### config.mk
export PLATFORM = sky130hd
export DESIGN_NAME = fetch_queue
export DESIGN_NICKNAME = d
export VERILOG_FILES = /design/src/rtl/fetch_queue.sv
export SDC_FILE = /design/constraint.sdc
export NUM_CORES = 1
export LEC_CHECK = 0
export CORE_UTILIZATION = 45
export DETAILED_ROUTE_END_ITERATION = 8
export PLACE_DENSITY = 0.69
export SLEW_MARGIN = 10
export SYNTH_ARGS = -nofsm -noshare
export SYNTH_HDL_FRONTEND = slang
export SYNTH_SLANG_ARGS = --single-unit
### constraint.sdc
create_clock -name clk -period 9.97 [get_ports clk]
set_input_delay 1.994 -clock clk [delete_from_list [all_inputs] [get_ports clk]]
set_output_delay 1.994 -clock clk [all_outputs]
set_load 0.02 [all_outputs]
### src/rtl/fetch_queue.sv
// Circular instruction/PC queue between fetch and decode, with flush and occupancy status.
// Latency: 1 cycle from push to head visibility; head is read straight from storage.
// Backpressure: ready_in drops when full or flushing; a same-cycle pop does not free a slot for a push.
module fetch_queue #(
   parameter int DEPTH        = 4,
   parameter int XLEN         = 32,
   parameter int AFULL_THRESH = DEPTH - 1
) (
   input  logic                       clk,
   input  logic                       reset,
   input  logic                       flush,
   input  logic                       valid_in,
   output logic                       ready_in,
   input  logic [XLEN-1:0]            instr_in,
   input  logic [XLEN-1:0]            pc_in,
   output logic                       valid_out,
   input  logic                       ready_out,
   output logic [XLEN-1:0]            instr_out,
   output logic [XLEN-1:0]            pc_out,
   output logic [$clog2(DEPTH+1)-1:0] count,
   output logic                       almost_full
);

   localparam int PW = $clog2(DEPTH);
   localparam int CW = $clog2(DEPTH + 1);
   localparam logic [CW-1:0] FULL_CNT  = CW'(DEPTH);
   localparam logic [CW-1:0] AFULL_CNT = CW'(AFULL_THRESH);

   typedef struct packed {
      logic [XLEN-1:0] instr;
      logic [XLEN-1:0] pc;
   } entry_t;

   entry_t          mem [DEPTH];
   logic [PW-1:0]   wr_ptr;
   logic [PW-1:0]   rd_ptr;
   logic [CW-1:0]   cnt;
   logic            push;
   logic            pop;

   // Handshake gating: nothing transfers during reset or flush, and a full queue refuses
   // pushes even if the head leaves this cycle.
   assign ready_in    = reset & (cnt != FULL_CNT) & ~flush;
   assign valid_out   = reset & (cnt != '0) & ~flush;
   assign push        = valid_in & ready_in;
   assign pop         = valid_out & ready_out;

   assign instr_out   = mem[rd_ptr].instr;
   assign pc_out      = mem[rd_ptr].pc;
   assign count       = cnt;
   assign almost_full = (cnt >= AFULL_CNT);

   // Pointer, occupancy and storage update; reset also wipes storage, flush only empties it.
   always_ff @(posedge clk) begin
      if (!reset) begin
         wr_ptr <= '0;
         rd_ptr <= '0;
         cnt    <= '0;
         for (int i = 0; i < DEPTH; i++) begin
            mem[i] <= '0;
         end
      end else if (flush) begin
         wr_ptr <= '0;
         rd_ptr <= '0;
         cnt    <= '0;
      end else begin
         if (push) begin
            mem[wr_ptr] <= '{instr: instr_in, pc: pc_in};
            wr_ptr      <= wr_ptr + PW'(1);
         end
         if (pop) begin
            rd_ptr <= rd_ptr + PW'(1);
         end
         case ({push, pop})
            2'b10:   cnt <= cnt + CW'(1);
            2'b01:   cnt <= cnt - CW'(1);
            default: cnt <= cnt;
         endcase
      end
   end

endmodule

==> impl_metrics.env <==
export IMPL_hold_path_class="register to register"
export IMPL_p_leak_uw=0.004931
export IMPL_ant_nets=0
export IMPL_slew_headroom_pct=29.04
export IMPL_clockBufferDepth=3
export IMPL_grt_overflow=0
export IMPL_numCtsBuffers=28
export IMPL_hold_path_depth=2
export IMPL_layout_common_cells="and2_1 (256), edfxtp_1 (256), clkdlybuf4s50_1 (138)"
export IMPL_die_area_um2=26370
export IMPL_first_pass_iters=4
export IMPL_drive_gt1_share_pct=15.01
export IMPL_ir_drop_v=0.0001259
export IMPL_path_max_fanout=10
export IMPL_fillers=1918
export IMPL_yosys_warnings=0
export IMPL_critical_path_slowest_cell="clkdlybuf4s50_1"
export IMPL_postRouteWirelength_mm=23.91
export IMPL_tns_ps=0
export IMPL_clock_skew_ps=7.721
export IMPL_cts_sinks=265
export IMPL_crit_arrival_ps=3960
export IMPL_path_clk_slew_ps=60
export IMPL_syn_area_um2=11570
export IMPL_fmax_mhz=168.1
export IMPL_end_kind="primary output"
export IMPL_worst_slew_pin_slew_ps=1064
export IMPL_n_antenna_cell=0
export IMPL_clk_latency_ps=530
export IMPL_yosysSeqAreaShare_pct=67.97
export IMPL_grt_pass1_wl_mm=36.62
export IMPL_cts_tree="yes"
export IMPL_cts_resized=0
export IMPL_syn_avg_cell_area_um2=17.17
export IMPL_h_tree_depth=1
export IMPL_core_um2=25180
export IMPL_rsz0062_at_grt="false"
export IMPL_gp_congestion=0.7290
export IMPL_hold_viol_final=0
export IMPL_cts_hold_buffers=0
export IMPL_root_buffer="clkbuf_16"
export IMPL_status="finished clean"
export IMPL_min_period_ps=5949
export IMPL_cap_violations=0
export IMPL_synthCells=674
export IMPL_cts_setup_buffers=0
export IMPL_dpl_cell_area_um2=13130
export IMPL_start_util_pct=45.97
export IMPL_post_place_ws_ps=4014
export IMPL_vias=6051
export IMPL_finalMaxSlewViolations=0
export IMPL_synth_seq_cells=265
export IMPL_grt_pass1_vias=6671
export IMPL_antenna_found_initial=1
export IMPL_io_buffers=138
export IMPL_die_x_um=162.4
export IMPL_drtIter0Drc=483
export IMPL_setup_slack_ps=4021
export IMPL_grtUsageTotal_pct=18.60
export IMPL_drc_errors=0
export IMPL_finalCritPeriodShare_pct=59.67
export IMPL_hpwl_mm=12.70
export IMPL_synth_cell_types=32
export IMPL_required_ps=7980
export IMPL_worstSetupPathType="primary input to primary output"
export IMPL_cpMostUsedCell="clkdlybuf4s50_1"
export IMPL_vias_per_cell=5.234
export IMPL_fin_area_um2=14040
export IMPL_rows=58
export IMPL_area_delta_synth_final_pct=21.34
export IMPL_cpPeakStageDelay_ps=760
export IMPL_critPathLaunchType="primary input"
export IMPL_worstPathCellList="clkdlybuf4s50_1 -> nand2b_1 -> nor2_1 -> clkdlybuf4s50_1"
export IMPL_power_density_nw_per_um2=176.2
export IMPL_reg2reg_depth=4
export IMPL_synth_nets=745
export IMPL_avgRoutedWirePerCell_um=20.69
export IMPL_setup_viol=0
export IMPL_nets=875
export IMPL_grt_start_max_net_pins=67
export IMPL_ios=139
export IMPL_die_h_um=162.4
## path summary, 6_finish.rpt
check	from	end	slack (ps)
max	reset	ready_in	4020
min	rd_ptr[0]	rd_ptr[0]	550
max reg2reg	count[0]	mem[1][31]	7060
min reg2reg	rd_ptr[0]	rd_ptr[0]	550
## cells by family after synthesis
family / share of synthesized area [%]
AO/OA/AOI/OAI: 0.4757
XOR/XNOR: 0.3026
flip-flops: 67.97
AND/OR/NAND/NOR: 15.30
multiplexers: 12.54
buffers and inverters: 3.135
adder cells (fa/ha/maj): 0.2810
## metrics by stage
stage / cells / total power, uW / hold WS (ps) / util, %
final: 1156 / 2475 / 550.0 / 55.77
after global routing: 1156 / 2548 / 573.1 / 55.77
after CTS: 1156 / 2497 / 543.8 / 55.77
after detailed placement: 1104 / 1484 / 529.4 / 52.14
after global placement: 1104 / 1477 / 508.8 / 52.14
after floorplan: 674 / 1392 / 484.7 / -
## registers in the layout, indices dropped and copies added (netlist names), named ones only
signal,cells
mem,256
wr_ptr,2
count,3
rd_ptr,2
## power breakdown
| part | internal (uW) | switching, uW | leakage [uW] | total (uW) |
|---|---|---|---|---|
| registers | 1270 | 13.3 | 0.00272 | 1290 |
| clock network | 605 | 413 | 0.000454 | 1020 |
| logic | 80.7 | 90.0 | 0.00176 | 171 |
## metal layers
layer	part of all wire, %	global-route usage [%]	vias up
li1	-	-	2755
met3	6.5	4.253	29
met4	1.6	4.245	2
met2	51	32.17	188
met1	41	23.83	3077
met5	0.071	0	-
## cells in the mapped netlist
master	instances	area share (%)
edfxtp_1	256	66
a21oi_1	2	0.086
nor2_2	1	0.054
buf_4	1	0.065
nor2_1	9	0.29
nor4_2	2	0.22
and2_1	256	14
mux4_2	64	12
a21o_1	1	0.065
or3_1	1	0.054
nor4_4	1	0.18
o31ai_1	1	0.065
o311ai_0	1	0.076
fa_1	1	0.17
nor3b_4	1	0.16
nand2_1	2	0.065
mux2i_1	1	0.086
clkbuf_1	13	0.42
nor2b_1	1	0.054
o21ai_0	1	0.043
o211ai_1	1	0.065
ha_1	1	0.11
buf_2	7	0.30
nor3_1	1	0.043
nand3b_1	1	0.065
clkbuf_2	1	0.043
inv_1	5	0.16
dfxtp_1	9	1.6
xor2_1	4	0.30
nand2b_1	5	0.27
buf_6	22	2.1
o41ai_1	1	0.076
## worst max-delay path: cells and delay by family
family,cells,cell delay (ps)
buf+inv,2,1380
simple gates,2,580
## cell type report
class                      count  area (um2)  share of cell area, %
timing repair buffer         144        1426                  10.16
sequential                   265        7875                  56.07
inverter                       5       18.77                 0.1336
multi-input combinational    360        3397                  24.19
clock buffer                  30       729.5                  5.194
tap                          330       412.9                  2.940
clock inverter                22       185.2                  1.318
Note: power is estimated with default switching activity, not from simulation.
